$ cat config.mk
export PLATFORM = sky130hd
export DESIGN_NAME = tl45_rf_write_arbiter_flat
export DESIGN_NICKNAME = d
export VERILOG_FILES = /design/src/rtl/tl45_rf_write_arbiter_pkg.sv /design/src/rtl/tl45_rf_write_arbiter_if.sv /design/src/rtl/tl45_rf_write_arbiter.sv /design/src/flat_wrapper.sv
export SDC_FILE = /design/constraint.sdc
export NUM_CORES = 1
export LEC_CHECK = 0
export CORE_ASPECT_RATIO = 1.2
export CORE_MARGIN = 2
export CORE_UTILIZATION = 45
export DETAILED_ROUTE_END_ITERATION = 10
export HOLD_SLACK_MARGIN = 0.03
export MAX_ROUTING_LAYER = met4
export PLACE_DENSITY = 0.81
export SETUP_SLACK_MARGIN = 0.1
export SLEW_MARGIN = 20
export SYNTH_ARGS = -nofsm -noshare
export SYNTH_HDL_FRONTEND = slang
export SYNTH_SLANG_ARGS = --single-unit
$ cat constraint.sdc
create_clock -name i_clk -period 2.15 [get_ports i_clk]
set_input_delay 0.43 -clock i_clk [delete_from_list [all_inputs] [get_ports i_clk]]
set_output_delay 0.43 -clock i_clk [all_outputs]
set_load 0.03 [all_outputs]
$ cat src/rtl/tl45_rf_write_arbiter_pkg.sv
// Shared types for the TL45 register-file write arbiter: write-entry struct,
// arbiter state encoding and the "no destination" register number.
package tl45_pkg;

  localparam logic [3:0] REG_ZERO = 4'd0;

  typedef struct packed {
    logic [3:0]  dr;
    logic [31:0] val;
  } rf_wr_t;

  typedef enum logic {
    ARB_NORMAL,
    ARB_HOLD
  } arb_state_t;

endpackage

$ cat src/rtl/tl45_rf_write_arbiter_if.sv
// Bundle of writeback, LLU, forwarding and register-file write signals
// shared by the arbiter and whoever drives/observes it.
interface tl45_rf_write_arbiter_if;

  logic [3:0]  i_wb_dr;
  logic [31:0] i_wb_val;
  logic        i_ll_valid;
  logic [3:0]  i_ll_dr;
  logic [31:0] i_ll_val;
  logic        o_ll_ready;
  logic        o_pipe_stall;
  logic [3:0]  o_fwd_reg;
  logic [31:0] o_fwd_val;
  logic        o_rf_en;
  logic [3:0]  o_rf_reg;
  logic [31:0] o_rf_val;

  modport master (
    output i_wb_dr, i_wb_val, i_ll_valid, i_ll_dr, i_ll_val,
    input  o_ll_ready, o_pipe_stall, o_fwd_reg, o_fwd_val,
    input  o_rf_en, o_rf_reg, o_rf_val
  );

  modport slave (
    input  i_wb_dr, i_wb_val, i_ll_valid, i_ll_dr, i_ll_val,
    output o_ll_ready, o_pipe_stall, o_fwd_reg, o_fwd_val,
    output o_rf_en, o_rf_reg, o_rf_val
  );

endinterface

$ cat src/rtl/tl45_rf_write_arbiter.sv
// Arbitrates the single register-file write port between writeback (priority)
// and the long-latency unit, forcing the LLU through after STARVE_LIMIT losses.
module tl45_rf_write_arbiter
  import tl45_pkg::*;
#(
  parameter int STARVE_LIMIT = 4,
  parameter int CNT_W        = 4
) (
  input logic                   i_clk,
  input logic                   i_reset_n,
  tl45_rf_write_arbiter_if.slave bus
);

  localparam logic [CNT_W-1:0] LIMIT = CNT_W'(STARVE_LIMIT);

  arb_state_t       state;
  logic [CNT_W-1:0] starve_cnt;
  rf_wr_t           hold;
  rf_wr_t           rf_q;
  logic             rf_en_q;
  logic             stall_q;

  rf_wr_t wb_entry;
  rf_wr_t ll_entry;
  rf_wr_t grant;
  logic   grant_valid;
  logic   ll_ready;
  logic   wb_req;
  logic   ll_req;
  logic   at_limit;
  logic   force_ll;

  assign wb_req   = (bus.i_wb_dr != REG_ZERO);
  assign ll_req   = bus.i_ll_valid;
  assign at_limit = (starve_cnt >= LIMIT);
  assign force_ll = (state == ARB_NORMAL) && wb_req && ll_req && at_limit;
  assign wb_entry = {bus.i_wb_dr, bus.i_wb_val};
  assign ll_entry = {bus.i_ll_dr, bus.i_ll_val};

  // Exactly one winner per cycle; in HOLD the parked writeback entry owns the port.
  always_comb begin
    grant       = '0;
    grant_valid = 1'b0;
    ll_ready    = 1'b0;
    if (state == ARB_HOLD) begin
      grant       = hold;
      grant_valid = 1'b1;
    end else if (wb_req && !(ll_req && at_limit)) begin
      grant       = wb_entry;
      grant_valid = 1'b1;
    end else if (ll_req) begin
      grant       = ll_entry;
      grant_valid = 1'b1;
      ll_ready    = 1'b1;
    end
  end

  always_ff @(posedge i_clk or negedge i_reset_n) begin
    if (!i_reset_n) begin
      state      <= ARB_NORMAL;
      starve_cnt <= '0;
      hold       <= '0;
      stall_q    <= 1'b0;
      rf_en_q    <= 1'b0;
      rf_q       <= '0;
    end else begin
      rf_en_q <= grant_valid;
      if (grant_valid) begin
        rf_q <= grant;
      end
      case (state)
        ARB_NORMAL: begin
          if (force_ll) begin
            hold       <= wb_entry;
            starve_cnt <= '0;
            stall_q    <= 1'b1;
            state      <= ARB_HOLD;
          end else if (wb_req && ll_req) begin
            starve_cnt <= starve_cnt + CNT_W'(1);
          end else begin
            starve_cnt <= '0;
          end
        end
        ARB_HOLD: begin
          stall_q <= 1'b0;
          state   <= ARB_NORMAL;
        end
      endcase
    end
  end

  // LLU results are never forwarded; the held entry is what the pipeline sees during HOLD.
  assign bus.o_fwd_reg    = (state == ARB_HOLD) ? hold.dr  : bus.i_wb_dr;
  assign bus.o_fwd_val    = (state == ARB_HOLD) ? hold.val : bus.i_wb_val;
  assign bus.o_ll_ready   = ll_ready;
  assign bus.o_pipe_stall = stall_q;
  assign bus.o_rf_en      = rf_en_q;
  assign bus.o_rf_reg     = rf_q.dr;
  assign bus.o_rf_val     = rf_q.val;

endmodule

$ cat src/flat_wrapper.sv
// flat-port wrapper written by rule: the top's interface ports become plain ports
module tl45_rf_write_arbiter_flat import tl45_pkg::*;
#(
  parameter int STARVE_LIMIT = 4,
  parameter int CNT_W        = 4
)
  (i_clk, i_reset_n, bus_i_wb_dr, bus_i_wb_val, bus_i_ll_valid, bus_i_ll_dr, bus_i_ll_val, bus_o_ll_ready, bus_o_pipe_stall, bus_o_fwd_reg, bus_o_fwd_val, bus_o_rf_en, bus_o_rf_reg, bus_o_rf_val);
  tl45_rf_write_arbiter_if bus_i ();
  input logic i_clk;
  input logic i_reset_n;
  input wire logic [$bits(bus_i.i_wb_dr)-1:0] bus_i_wb_dr;
  input wire logic [$bits(bus_i.i_wb_val)-1:0] bus_i_wb_val;
  input wire logic [$bits(bus_i.i_ll_valid)-1:0] bus_i_ll_valid;
  input wire logic [$bits(bus_i.i_ll_dr)-1:0] bus_i_ll_dr;
  input wire logic [$bits(bus_i.i_ll_val)-1:0] bus_i_ll_val;
  output wire logic [$bits(bus_i.o_ll_ready)-1:0] bus_o_ll_ready;
  output wire logic [$bits(bus_i.o_pipe_stall)-1:0] bus_o_pipe_stall;
  output wire logic [$bits(bus_i.o_fwd_reg)-1:0] bus_o_fwd_reg;
  output wire logic [$bits(bus_i.o_fwd_val)-1:0] bus_o_fwd_val;
  output wire logic [$bits(bus_i.o_rf_en)-1:0] bus_o_rf_en;
  output wire logic [$bits(bus_i.o_rf_reg)-1:0] bus_o_rf_reg;
  output wire logic [$bits(bus_i.o_rf_val)-1:0] bus_o_rf_val;
  assign bus_i.i_wb_dr = bus_i_wb_dr;
  assign bus_i.i_wb_val = bus_i_wb_val;
  assign bus_i.i_ll_valid = bus_i_ll_valid;
  assign bus_i.i_ll_dr = bus_i_ll_dr;
  assign bus_i.i_ll_val = bus_i_ll_val;
  assign bus_o_ll_ready = bus_i.o_ll_ready;
  assign bus_o_pipe_stall = bus_i.o_pipe_stall;
  assign bus_o_fwd_reg = bus_i.o_fwd_reg;
  assign bus_o_fwd_val = bus_i.o_fwd_val;
  assign bus_o_rf_en = bus_i.o_rf_en;
  assign bus_o_rf_reg = bus_i.o_rf_reg;
  assign bus_o_rf_val = bus_i.o_rf_val;
  tl45_rf_write_arbiter #(.STARVE_LIMIT(STARVE_LIMIT), .CNT_W(CNT_W)) u_core (.i_clk(i_clk), .i_reset_n(i_reset_n), .bus(bus_i));
endmodule
==> key figures, run 1 <==
Place
  • Post-DP HPWL: 8.13 mm
  • Port bufs: 149
  • RD Place Congestion: 0.834
  • # placed instances: 647
  • DP Worst Slack: -0.295 ns

Detailed routing
  • Routed Antenna Nets: 0
  • WL per Instance: 17.1 um
  • Drt first pass iters: 5
  • DRC errors left: 0
  • Initial DRC count: 194
  • Vias: 3690
  • Via density per instance: 5.53
  • Drt total wl: 11.4 mm

Power
  • Leakage power: 2.60 nW
  • Switching share of total power: 0.298
  • Psw: 0.00126 W
  • Gate power share: 0.268
  • Int Power: 0.00298 W
  • Worst IR Drop VDD: 364 uV
  • Sequential Power Share: 0.464
  • Clk pwr share: 0.268
  • Pwr/cell area: 720 nW/um^2

Critical path
  • Max stage delay cell, worst path: clkdlybuf4s50_1
  • Critical Path RT: 1.72 ns
  • Worst setup EP type: primary output
  • CP Cell Sequence: clkdlybuf4s50_1, o21ai_1, nand2b_4, and2_1, buf_6
  • Max FO, Critical Path: 6
  • CP peak stage delay: 0.58 ns
  • CP startpoint kind: primary input
  • CP Data Arrival Time: 1.57 ns
  • Worst Path Class, Setup: primary input to primary output

Synth
  • Sequential share of the synthesized area: 0.492
  • Post-synth top flop: dfrtp_1
  • Synth cell types: 29
  • Synth Cell Area: 4020 um^2
  • Fraction of registers with async set or reset after synthesis: 1.00
  • Post-synth EDFFs: 0
  • Ys Warns: 0
  • Mapped Cells: 388
  • Syn_nets: 464
  • Syn avg cell area: 10.4 um^2
  • Synth Register Bits: 79

GRT
  • Met3 GRT Util: 0.0371
  • Total track usage: 0.241
  • Most used routing layer in global routing: met2
  • Met1 Use GR: 0.289
  • Largest net degree at the start of global routing: 46
  • Vias in the first global route: 3737
  • Met2 usage: 0.407
  • First-pass GRT wire length: 18.2 mm
  • Initial antenna violation count: 0
  • Total grt overflow: 0

Clock network
  • CTS H-tree depth: 3
  • Total clock sinks: 79
  • CTS tree: done
  • Clock Path Buffers: 2
  • CTS Buf Count: 9
  • Clock root buffer: clkbuf_8
  • CTS clk-pin slew, worst paths: 0.08 ns
  • Clk_lat worst skew: 0.35 ns

Finish
  • Post-route insts no fill: 667
  • Layout Nets: 621
  • Fillers: 658
  • Most frequent cells in the layout: clkdlybuf4s50_1, dfrtp_1, buf_4
  • Largest register FFs: 36
  • Biggest register: u_core.hold
  • Total inserted antenna cells: 0
  • Synth-to-layout area growth: 46.7%
  • Most common cell after layout, fill and taps aside: clkdlybuf4s50_1
  • Share of cells above drive strength 1: 0.242

Floorplan
  • Die width: 90.2 um
  • Height of the chip: 107 um
  • IO Pins: 150
  • Initial Utilization: 0.466
  • Die area: 9700 um^2
  • Row cnt: 37
  • Core footprint: 8610 um^2

Run status
  • Status: finished, final reports clean

STA
  • PnR worst setup slack: 0.151 ns
  • WHS: 0.494 ns
  • Clock skew: 0.00564 ns
  • Worst rel slew slack: 0.603
  • Final cycle utilization of the critical path: 0.930
  • Unrepaired setup endpoints after global routing: false
  • Final setup viols: 0
  • Final hold violation count: 0
  • Fin. max-slew vios: 0
  • Final min period: 2.00 ns
  • Fmax: 500 MHz
  • Tightest Pin Transition: 0.593 ns

Job
  • Max Cap Viol: 0

Min path
  • HP Class: flop to flop
==> power groups by stage <==
stage,logic (W),registers (W),clock network [W]
2_1_floorplan,0.000515,0.00209,0
3_3_place_gp,0.00111,0.00197,0
3_5_place_dp,0.00114,0.00199,0
4_1_cts,0.00114,0.00196,0.00116
5_1_grt,0.00121,0.00200,0.00123
6_report,0.00114,0.00197,0.00114
==> per-stage QoR <==
step	area (um^2)	power (W)	util	TNS, ns
global placement	5620	0.00308	0.653	-5.15
detailed placement	5620	0.00313	0.653	-8.57
floorplan	4020	0.00260	-	0
CTS	5860	0.00426	0.681	0
global route	5890	0.00444	0.684	0
finish	5890	0.00424	0.684	0
==> metal layers <==
| metal | up-vias | share of wire |
|---|---|---|
| li1 | 1721 | - |
| met1 | 1793 | 0.42 |
| met2 | 156 | 0.50 |
| met3 | 20 | 0.052 |
| met4 | 0 | 0.023 |
| met5 | - | 0 |
==> worst max-delay path, delay by kind of cell <==
family	cells	cell delay, ns
buffers and inverters	2	0.72
AO/OA/AOI/OAI	1	0.17
AND/OR/NAND/NOR	2	0.25
==> repair_timing <==
action / CTS / global route
endpoints found under the hold margin: 24 / 0
resized for setup: 7 / 3
hold buffers: 1 / 0
buffers inserted: 1 / 2
pin swaps: 1 / 1
endpoints found under the setup margin: 27 / 48
==> cell families after synthesis <==
logic type	count (synthesis)	synth area share
AOI/OAI and AO/OA	91	0.153
DFF	79	0.492
muxes	54	0.161
buffers and inverters	35	0.0449
adders and majority gates	1	0.00311
and+or+nand+nor	128	0.146
==> synthesized netlist by cell type (11+ instances only) <==
cell type / instances / share of area
dfrtp_1: 79 / 0.49
nand2_1: 43 / 0.040
a31oi_1: 38 / 0.059
nor2_1: 38 / 0.036
mux2_2: 34 / 0.095
nor3_1: 21 / 0.026
nand2b_1: 20 / 0.031
a221oi_1: 17 / 0.037
a21oi_1: 13 / 0.016
o211ai_1: 13 / 0.024
buf_2: 12 / 0.015
clkbuf_1: 11 / 0.010
==> final timing paths <==
kind,startpoint,end,slack [ns],cells past startpoint
max,bus_i_ll_valid,bus_o_ll_ready,0.15,5
min,u_core.hold[2],u_core.hold[2],0.49,1
max reg2reg,u_core.state,u_core.hold[15],0.28,5
min reg2reg,u_core.hold[2],u_core.hold[2],0.49,1
max in group asynchronous,i_reset_n,u_core.hold[8],1.06,3
min in group asynchronous,i_reset_n,u_core.hold[33],0.54,2
==> cell type report <==
class	count	area, um^2	area share
clock buffer	11	151	0.0257
clock inverter	5	56.3	0.00955
inverter	2	7.51	0.00127
multi-input combinational	274	1890	0.320
sequential	79	1980	0.336
tap	117	146	0.0248
timing repair buffer	179	1670	0.283
Power figures use the tool's default switching activity.
==> run 2, diff against run 1 <==
--- a/config.mk
+++ b/config.mk
@@ -5,6 +5,7 @@
 export SDC_FILE = /design/constraint.sdc
 export NUM_CORES = 1
 export LEC_CHECK = 0
+export CAP_MARGIN = 20
 export CORE_ASPECT_RATIO = 1.2
 export CORE_MARGIN = 2
 export CORE_UTILIZATION = 45
==> results of run 2 <==
The final DEF is identical to that of run 1; final timing and power are the same.
